==> config.mk <==
export PLATFORM = sky130hd
export DESIGN_NAME = alu_lockstep_sched
export DESIGN_NICKNAME = d
export VERILOG_FILES = /design/src/rtl/alu_sched_pkg.sv /design/src/rtl/rr_arb2.sv /design/src/rtl/alu_lockstep_sched.sv
export SDC_FILE = /design/constraint.sdc
export NUM_CORES = 1
export LEC_CHECK = 0
export ABC_AREA = 1
export CORE_AREA = 2 2 67 69
export CTS_CLUSTER_DIAMETER = 30
export DETAILED_ROUTE_END_ITERATION = 7
export DIE_AREA = 0 0 69 71
export PLACE_DENSITY = 0.82
export REMOVE_ABC_BUFFERS = 1
export SLEW_MARGIN = 20
export SYNTH_ARGS = -nofsm -noshare
export SYNTH_HDL_FRONTEND = slang
export SYNTH_HIERARCHICAL = 1
export SYNTH_SLANG_ARGS = --single-unit
export TNS_END_PERCENT = 50
==> constraint.sdc <==
create_clock -name wb_clk_i -period 1.9 [get_ports wb_clk_i]
set_input_delay 0.38 -clock wb_clk_i [delete_from_list [all_inputs] [get_ports wb_clk_i]]
set_output_delay 0.38 -clock wb_clk_i [all_outputs]
set_load 0.05 [all_outputs]
==> src/rtl/alu_sched_pkg.sv <==
// Shared types and constants for the dual-lane ALU lockstep scheduler.
package alu_sched_pkg;

   localparam int unsigned DEF_WIDTH = 4;
   localparam int unsigned SEL_W     = 2;
   localparam int unsigned CNT_W     = 8;

   typedef enum logic [1:0] {
      StIdle,
      StIssue,
      StCheck,
      StResp
   } state_e;

endpackage

==> src/rtl/rr_arb2.sv <==
// Two-way round-robin arbiter; the pointer advances only when a grant is taken.
module rr_arb2 (
   input  logic       i_clk,
   input  logic       i_rst,
   input  logic       i_en,
   input  logic [1:0] i_req,
   output logic [1:0] o_gnt,
   output logic       o_id
);

   logic r_last;
   logic w_id;
   logic w_take;

   // On a tie, the requester not granted last time wins.
   always_comb begin
      w_id = 1'b0;
      if (i_req == 2'b11) begin
         w_id = ~r_last;
      end else if (i_req == 2'b10) begin
         w_id = 1'b1;
      end
   end

   assign w_take = i_en && (i_req != 2'b00);
   assign o_id   = w_id;
   assign o_gnt  = w_take ? (w_id ? 2'b10 : 2'b01) : 2'b00;

   // Reset to "R1 last" so R0 wins the first tie.
   always_ff @(posedge i_clk) begin
      if (i_rst) begin
         r_last <= 1'b1;
      end else if (w_take) begin
         r_last <= w_id;
      end
   end

endmodule

==> src/rtl/alu_lockstep_sched.sv <==
// Arbitrates two requesters, issues each op to both ALU lanes, compares the
// lane results and re-issues on disagreement before returning a checked result.
module alu_lockstep_sched
   import alu_sched_pkg::*;
#(
   parameter int unsigned WIDTH     = DEF_WIDTH,
   parameter int unsigned ALU_LAT   = 1,
   parameter int unsigned MAX_RETRY = 2
) (
   input  logic                 wb_clk_i,
   input  logic                 wb_rst_i,
   input  logic [1:0]           req_valid_i,
   output logic [1:0]           req_ready_o,
   input  logic [2*WIDTH-1:0]   req_a_i,
   input  logic [2*WIDTH-1:0]   req_b_i,
   input  logic [2*SEL_W-1:0]   req_sel_i,
   output logic [WIDTH-1:0]     alu_a0_o,
   output logic [WIDTH-1:0]     alu_b0_o,
   output logic [WIDTH-1:0]     alu_a1_o,
   output logic [WIDTH-1:0]     alu_b1_o,
   output logic [SEL_W-1:0]     alu_sel1_o,
   output logic [SEL_W-1:0]     alu_sel2_o,
   input  logic [WIDTH-1:0]     alu_out1_i,
   input  logic [WIDTH-1:0]     alu_out2_i,
   input  logic                 alu_carry1_i,
   input  logic                 alu_carry2_i,
   output logic                 rsp_valid_o,
   input  logic                 rsp_ready_i,
   output logic                 rsp_id_o,
   output logic [WIDTH-1:0]     rsp_data_o,
   output logic                 rsp_carry_o,
   output logic                 rsp_fault_o,
   output logic [CNT_W-1:0]     fault_cnt_o,
   output logic                 busy_o
);

   localparam int unsigned RETRY_W = 3;
   localparam int unsigned WAIT_W  = (ALU_LAT > 1) ? $clog2(ALU_LAT) : 1;

   state_e               r_state;
   state_e               w_state_nxt;
   logic                 r_id;
   logic [WIDTH-1:0]     r_a;
   logic [WIDTH-1:0]     r_b;
   logic [SEL_W-1:0]     r_sel;
   logic [RETRY_W-1:0]   r_retry;
   logic [WAIT_W-1:0]    r_wait;
   logic [WIDTH-1:0]     r_rsp_data;
   logic                 r_rsp_carry;
   logic                 r_rsp_fault;
   logic [CNT_W-1:0]     r_fault_cnt;

   logic [1:0]           w_gnt;
   logic                 w_gnt_id;
   logic                 w_accept;
   logic                 w_wait_done;
   logic                 w_lanes_ok;
   logic                 w_can_retry;

   rr_arb2 u_arb (
      .i_clk (wb_clk_i),
      .i_rst (wb_rst_i),
      .i_en  (r_state == StIdle),
      .i_req (req_valid_i),
      .o_gnt (w_gnt),
      .o_id  (w_gnt_id)
   );

   assign w_accept    = |w_gnt;
   assign w_wait_done = (r_wait == WAIT_W'(ALU_LAT - 1));
   assign w_lanes_ok  = (alu_out1_i == alu_out2_i) && (alu_carry1_i == alu_carry2_i);
   assign w_can_retry = (r_retry < RETRY_W'(MAX_RETRY));

   always_comb begin
      w_state_nxt = r_state;
      unique case (r_state)
         StIdle:  if (w_accept)    w_state_nxt = StIssue;
         StIssue: if (w_wait_done) w_state_nxt = StCheck;
         StCheck: w_state_nxt = (w_lanes_ok || !w_can_retry) ? StResp : StIssue;
         StResp:  if (rsp_ready_i) w_state_nxt = StIdle;
         default: w_state_nxt = StIdle;
      endcase
   end

   always_ff @(posedge wb_clk_i) begin
      if (wb_rst_i) begin
         r_state     <= StIdle;
         r_id        <= 1'b0;
         r_a         <= '0;
         r_b         <= '0;
         r_sel       <= '0;
         r_retry     <= '0;
         r_wait      <= '0;
         r_rsp_data  <= '0;
         r_rsp_carry <= 1'b0;
         r_rsp_fault <= 1'b0;
         r_fault_cnt <= '0;
      end else begin
         r_state <= w_state_nxt;
         case (r_state)
            StIdle: begin
               if (w_accept) begin
                  r_id    <= w_gnt_id;
                  r_a     <= w_gnt_id ? req_a_i[2*WIDTH-1:WIDTH] : req_a_i[WIDTH-1:0];
                  r_b     <= w_gnt_id ? req_b_i[2*WIDTH-1:WIDTH] : req_b_i[WIDTH-1:0];
                  r_sel   <= w_gnt_id ? req_sel_i[2*SEL_W-1:SEL_W] : req_sel_i[SEL_W-1:0];
                  r_retry <= '0;
                  r_wait  <= '0;
               end
            end
            StIssue: begin
               if (!w_wait_done) begin
                  r_wait <= r_wait + WAIT_W'(1);
               end
            end
            StCheck: begin
               r_wait <= '0;
               // Out of retries, lane 1 is reported anyway with the fault flag set.
               if (w_lanes_ok || !w_can_retry) begin
                  r_rsp_data  <= alu_out1_i;
                  r_rsp_carry <= alu_carry1_i;
                  r_rsp_fault <= !w_lanes_ok;
                  if (!w_lanes_ok && (r_fault_cnt != {CNT_W{1'b1}})) begin
                     r_fault_cnt <= r_fault_cnt + CNT_W'(1);
                  end
               end else begin
                  r_retry <= r_retry + RETRY_W'(1);
               end
            end
            default: ;
         endcase
      end
   end

   assign req_ready_o = w_gnt;
   assign alu_a0_o    = r_a;
   assign alu_b0_o    = r_b;
   assign alu_a1_o    = r_a;
   assign alu_b1_o    = r_b;
   assign alu_sel1_o  = r_sel;
   assign alu_sel2_o  = r_sel;
   assign rsp_valid_o = (r_state == StResp);
   assign rsp_id_o    = r_id;
   assign rsp_data_o  = r_rsp_data;
   assign rsp_carry_o = r_rsp_carry;
   assign rsp_fault_o = r_rsp_fault;
   assign fault_cnt_o = r_fault_cnt;
   assign busy_o      = (r_state != StIdle);

endmodule
After elaboration in Yosys (flattened, before gate mapping)
Index checks and enable logic that the tools add are counted.
{"block": "op_classes", "add_sub_neg": 3, "magnitude_cmp": 1, "n_eq_ne": 12, "muxes": 18, "bitwise": 1, "n_reduce_logical": 18}
{"cell": "2-bit 2-to-1 mux", "n": 7}
{"cell": "3-bit AND reduction", "n": 3}
{"cell": "8-bit by 1-bit adder with 8-bit output (second input constant)", "n": 1}
{"cell": "2-bit == test (second input constant)", "n": 4}
{"cell": "4-bit 2-to-1 mux", "n": 2}
{"cell": "8-bit inequality test (second input constant)", "n": 1}
{"cell": "2-bit one-hot mux with 4 select lines", "n": 1}
{"cell": "3-bit 2-to-1 mux", "n": 2}
{"cell": "2-bit inequality test (second input constant)", "n": 3}
{"cell": "3-bit one-hot mux with 2 select lines", "n": 1}
{"cell": "2-bit AND reduction", "n": 3}
{"cell": "2-bit nonzero test", "n": 3}
{"cell": "4-bit == test", "n": 1}
{"cell": "1-bit 2-to-1 mux", "n": 4}
{"cell": "3-bit by 1-bit adder with 3-bit output (second input constant)", "n": 1}
{"cell": "1-bit logical AND", "n": 3}
{"cell": "3-bit by 2-bit less-than comparator with 1-bit output (second input constant)", "n": 1}
{"cell": "1-bit one-hot mux with 3 select lines", "n": 1}
{"cell": "3-bit nonzero test", "n": 1}
{"cell": "2-bit by 1-bit == test with 1-bit output (second input constant)", "n": 1}
{"cell": "1-bit zero test", "n": 2}
{"cell": "2-bit zero test", "n": 1}
{"cell": "2-bit by 1-bit inequality test with 1-bit output (second input constant)", "n": 1}
{"cell": "2-bit OR reduction", "n": 1}
{"cell": "other kinds (4)", "n": 4}
{"block": "word_totals", "regBits": 32, "in_bits": 35, "out_inout_bits": 39, "word_cells": 65}

Logic depth before layout (Yosys ltp)
{"block": "logic_depth", "depth_word": 8, "depth_mapped": 10, "ltp_nobuf": 10}

By module
Netlist, hierarchy kept.
{"module": "alu_lockstep_sched", "n_inst": 1, "cells_each": 243, "area_per_inst_um2": 1636.6}
{"module": "rr_arb2", "n_inst": 1, "cells_each": 10, "area_per_inst_um2": 68.8}

Worst setup path before layout
OpenSTA, ideal clock, no wires.
{"block": "synth_path", "path_type": "flip-flop to flip-flop", "start": "reg r_state[0]", "end": "reg r_retry[0]", "setup_ns": 0.115, "t_arrival_ns": 1.762, "required_ns": 1.785, "slack_ns": 0.023, "path_stages_with_launch": 9, "path_buffers": 0, "path_cell_list": "dfxtp_1 nor2_2 o21ai_2 nor2_2 inv_1 a31oi_1 nand3_1 nand2_1 nor2_1"}
{"block": "synth_between", "elab_chain_cells": 6}
{"element": "from (decl)", "line": "alu_lockstep_sched.sv:40", "rtl": "state_e r_state;"}
{"element": "from (signal assigned)", "line": "alu_lockstep_sched.sv:87", "rtl": "r_state <= StIdle;"}
{"element": "from (signal assigned)", "line": "alu_lockstep_sched.sv:99", "rtl": "r_state <= w_state_nxt;"}
{"element": "2-bit zero test", "line": "alu_lockstep_sched.sv:63", "rtl": ".i_en (r_state == StIdle),"}
{"element": "1-bit logical AND", "line": "rr_arb2.sv:25", "rtl": "assign w_take = i_en && (i_req != 2'b00);"}
{"element": "2-bit 2-to-1 mux", "line": "rr_arb2.sv:27", "rtl": "assign o_gnt = w_take ? (w_id ? 2'b10 : 2'b01) : 2'b00;"}
{"element": "named net req_ready_o[0]", "line": "alu_lockstep_sched.sv:13", "rtl": "output logic [1:0] req_ready_o,"}
{"element": "2-bit OR reduction", "line": "alu_lockstep_sched.sv:69", "rtl": "assign w_accept = |w_gnt;"}
{"element": "2-bit inequality test (no line)"}
{"element": "3-bit AND reduction (no line)"}
{"element": "to (signal assigned)", "line": "alu_lockstep_sched.sv:127", "rtl": "r_retry <= r_retry + RETRY_W'(1);"}
{"element": "to (decl)", "line": "alu_lockstep_sched.sv:46", "rtl": "logic [RETRY_W-1:0] r_retry;"}
The timed path passes the listed nets, and every way through them passes these cells.
A chain may end at the register's enable or synchronous reset.

Final worst setup path
{"block": "layout_path", "start": "reg r_a[1], in the netlist alu_a0_o[1]", "end": "out alu_a1_o[1]"}
{"element": "from (decl)", "line": "alu_lockstep_sched.sv:43", "rtl": "logic [WIDTH-1:0] r_a;"}
{"element": "from (signal assigned)", "line": "alu_lockstep_sched.sv:104", "rtl": "r_a <= w_gnt_id ? req_a_i[2*WIDTH-1:WIDTH] : req_a_i[WIDTH-1:0];"}
{"element": "to (decl)", "line": "alu_lockstep_sched.sv:19", "rtl": "output logic [WIDTH-1:0] alu_a1_o,"}
No word-level cell between the ends.

==> summary.txt <==
Routing
  • Vias per cell: 4.618
  • ANT nets after route: 0
  • DR pass1 iterations: 4
  • Average wire per standard cell: 10.51 µm
  • Initial DRC count: 59
  • DRC: 0
  • Via count: 1727
  • Total wire length: 3.932 mm

Final layout
  • Nets: 358
  • Antenna cells: 0
  • Post-Layout Cell Count: 374
  • Ratio of cells with drive above 1 in the final layout: 0.1335
  • Area grow syn2layout: 47.18%
  • Final Core Density: 0.5970

Global routing
  • Vias in the first global route: 1603
  • GRT overflow: 0
  • GR Layer Usage met3: 0.04843
  • Gr usage total: 0.1634
  • Met1 GRT Util: 0.1888
  • First-pass GRT wire length: 6.713 mm
  • Busiest grt layer: met2
  • Initial antenna violation count: 0
  • Routing usage on met2: 0.2842
  • Largest net degree at the start of global routing: 23

Placement
  • HPWL after DPL: 3.034 mm
  • Port Buffers: 73
  • Placed cell count: 366
  • Placer congestion estimate: 0.8199
  • Place WS: -26.94 ps

Floorplan
  • Die width: 69 µm
  • Die H: 71 µm
  • Die area: 0.004899 mm²
  • Row count: 24
  • Core box area: 0.004204 mm²
  • Ports: 74
  • Initial core utilization: 0.4057

Clock tree
  • Root Driver: clkbuf_8
  • Setup bufs post-CTS: 0
  • Cts bufs inserted: 5
  • CTS tree: built
  • Clock Tree Buf Depth: 2
  • Clock sink count: 31
  • Register clock-pin slew on the reported worst setup and hold paths: 60 ps
  • Clk Latency, worst-skew pair: 270 ps
  • CTS H-tree lvls: 2

STA
  • Hold WS: 460.0 ps
  • Final setup TNS: 0 ps
  • Final worst slack: 50.73 ps
  • Unrepaired setup endpoints after global routing: no
  • Relative slew slack: 0.6612
  • Fin crit period: 1849 ps
  • Least-Margin Pin Slew: 506.6 ps
  • Setup Skew: 2.778 ps
  • # setup viols final: 0
  • Hold Vio Cnt, Final: 0
  • Final Cycle Share: 0.9733
  • Fmax: 540.8 MHz
  • Fin. max-slew vios: 0

Logic synthesis
  • Syn Inst Count: 253
  • Post-synthesis cell area: 0.001705 mm²
  • Yosys top cell by area: dfxtp_1
  • Synth warn: 6
  • Post-synth EDFFs: 0
  • FFs w/ async S/R, synth: 0
  • Dominant cells by area after synthesis: dfxtp_1, nand2_1, a21oi_1
  • Library cells used by synthesis: 27
  • Seq/Total Area, Yosys: 0.3639
  • FF+latch count, synth: 31
  • Post-Syn Area per Cell: 6.741 µm²
  • Top post-synthesis cells by count: nand2_1, nor2_1, inv_1
  • Synth top area share: 0.3639
  • Most common cell in the netlist: nand2_1
  • Top FF cell, synth: dfxtp_1

Pwr
  • PwrDens: 1088 mW/mm²
  • Sequential share of power: 0.313
  • Switching share of power: 0.4450
  • Pint: 1.516 mW
  • Clk pwr share: 0.176
  • Part of the power in combinational logic: 0.510
  • P_sw: 1.215 mW
  • P_leak: 1.199 nW
  • Peak VDD IR: 814.5 µV

Setup path
  • Crit path required time: 1520 ps
  • R2R cell count: 8
  • CP peak stage delay: 820 ps
  • Critical path class: reg2out
  • CP startpoint: alu_a0_o[1]
  • Worst r2r dst: alu_sel1_o[0]
  • WP data arrival: 1470 ps
  • Crit-path max FO: 3
  • CP delay by family, top: buffers and inverters
  • Slowest library cell on the worst path: clkdlybuf4s50_1
  • Reg2reg start: r_state[0]
  • Worst reg2reg setup slack: 440 ps
  • Crit start category: flip-flop
  • Setup crit end kind: primary output
  • Critical path buffer and inverter count: 1
  • Worst path depth: 1
  • Sequence of cells on the critical path: clkdlybuf4s50_1
  • Crit path to: alu_a1_o[1]

Hold path
  • HP Class: reg2reg

Run status
  • Status: finished, final reports clean

Flow run
  • Max cap viols: 0
cell usage in the layout (no fill, tap or decap):
master and instances:
dfxtp_1 31, clkbuf_1 2, nand3_1 13, buf_4 21, a31oi_1 1, o21ai_0 12, nand4_4 1, nand4_1 2
inv_2 1, clkdlybuf4s50_1 55, and2_4 1, clkbuf_8 5, dlymetal6s2s_1 1, o21ai_1 1, a21oi_2 1, clkinv_2 1
a21oi_1 31, inv_1 38, ha_1 2, nand2_1 46, xor2_1 2, o21ai_2 1, nand3_4 1, nor2_1 39
nor2_2 4, nor2_4 1, buf_12 3, xnor2_1 3, nand2_4 2
logic make-up after synthesis:
logic type | after synthesis | share of synthesized area
xor+xnor | 5 | 0.02568
compound gates | 47 | 0.1431
flops | 31 | 0.3639
buf+inv | 58 | 0.1577
fa+ha+maj | 2 | 0.01467
simple gates | 110 | 0.2949
what timing repair did:
action | in CTS | in global routing
hold buffers | 0 | 0
resized for setup | 0 | 1
setup endpoints to repair | 0 | 1
registers in the layout (all words and copies together) (netlist names):
register and count:
fault_cnt_o 8, alu_a0_o 4, alu_b0_o 4, rsp_data_o 4, r_retry 3, alu_sel1_o 2, r_state 2, rsp_carry_o 1
rsp_fault_o 1, rsp_id_o 1, u_arb/r_last 1
per-stage QoR:
step	power, mW	instance area, µm²
floorplan	1.738	1583
global placement	2.240	2426
detailed placement	2.264	2426
CTS	2.755	2507
global route	2.863	2510
finish	2.731	2510
worst min-delay path, stage by stage (launching register included):
cell	delay, ps
dfxtp_1	310
nand2_1	60
a21oi_1	50
power by group through the flow:
stage               clock [mW]  combinational (mW)  sequential, mW
detailed placement           0                1.40           0.865
finish                   0.482                1.39           0.856
CTS                      0.496                1.40           0.857
global route             0.515                1.48           0.873
floorplan                    0               0.422            1.32
global placement             0                1.37           0.866
cell type report:
class	instances	area, µm²
tap	52	65.06
inverter	39	146.4
multi-input combinational	164	815.8
clock buffer	7	76.32
clock inverter	1	5.005
timing repair buffer	80	780.7
fill	405	1694
sequential	31	620.6
worst min-delay path by stage:
stage	to	depth (start not counted)	slack (ps)	start
2_1_floorplan	u_arb/r_last	2	430	u_arb/r_last
3_3_place_gp	rsp_data_o[0]	2	450	rsp_data_o[0]
3_5_place_dp	rsp_carry_o	2	450	rsp_carry_o
4_1_cts	rsp_carry_o	2	460	rsp_carry_o
5_1_grt	rsp_carry_o	2	480	rsp_carry_o
6_report	rsp_carry_o	2	460	rsp_carry_o
per-layer routing:
metal	vias up	share of wire
li1	920	-
met1	731	0.43
met2	67	0.47
met3	9	0.080
met4	0	0.018
met5	-	0
(Power assumes the default switching activity.)
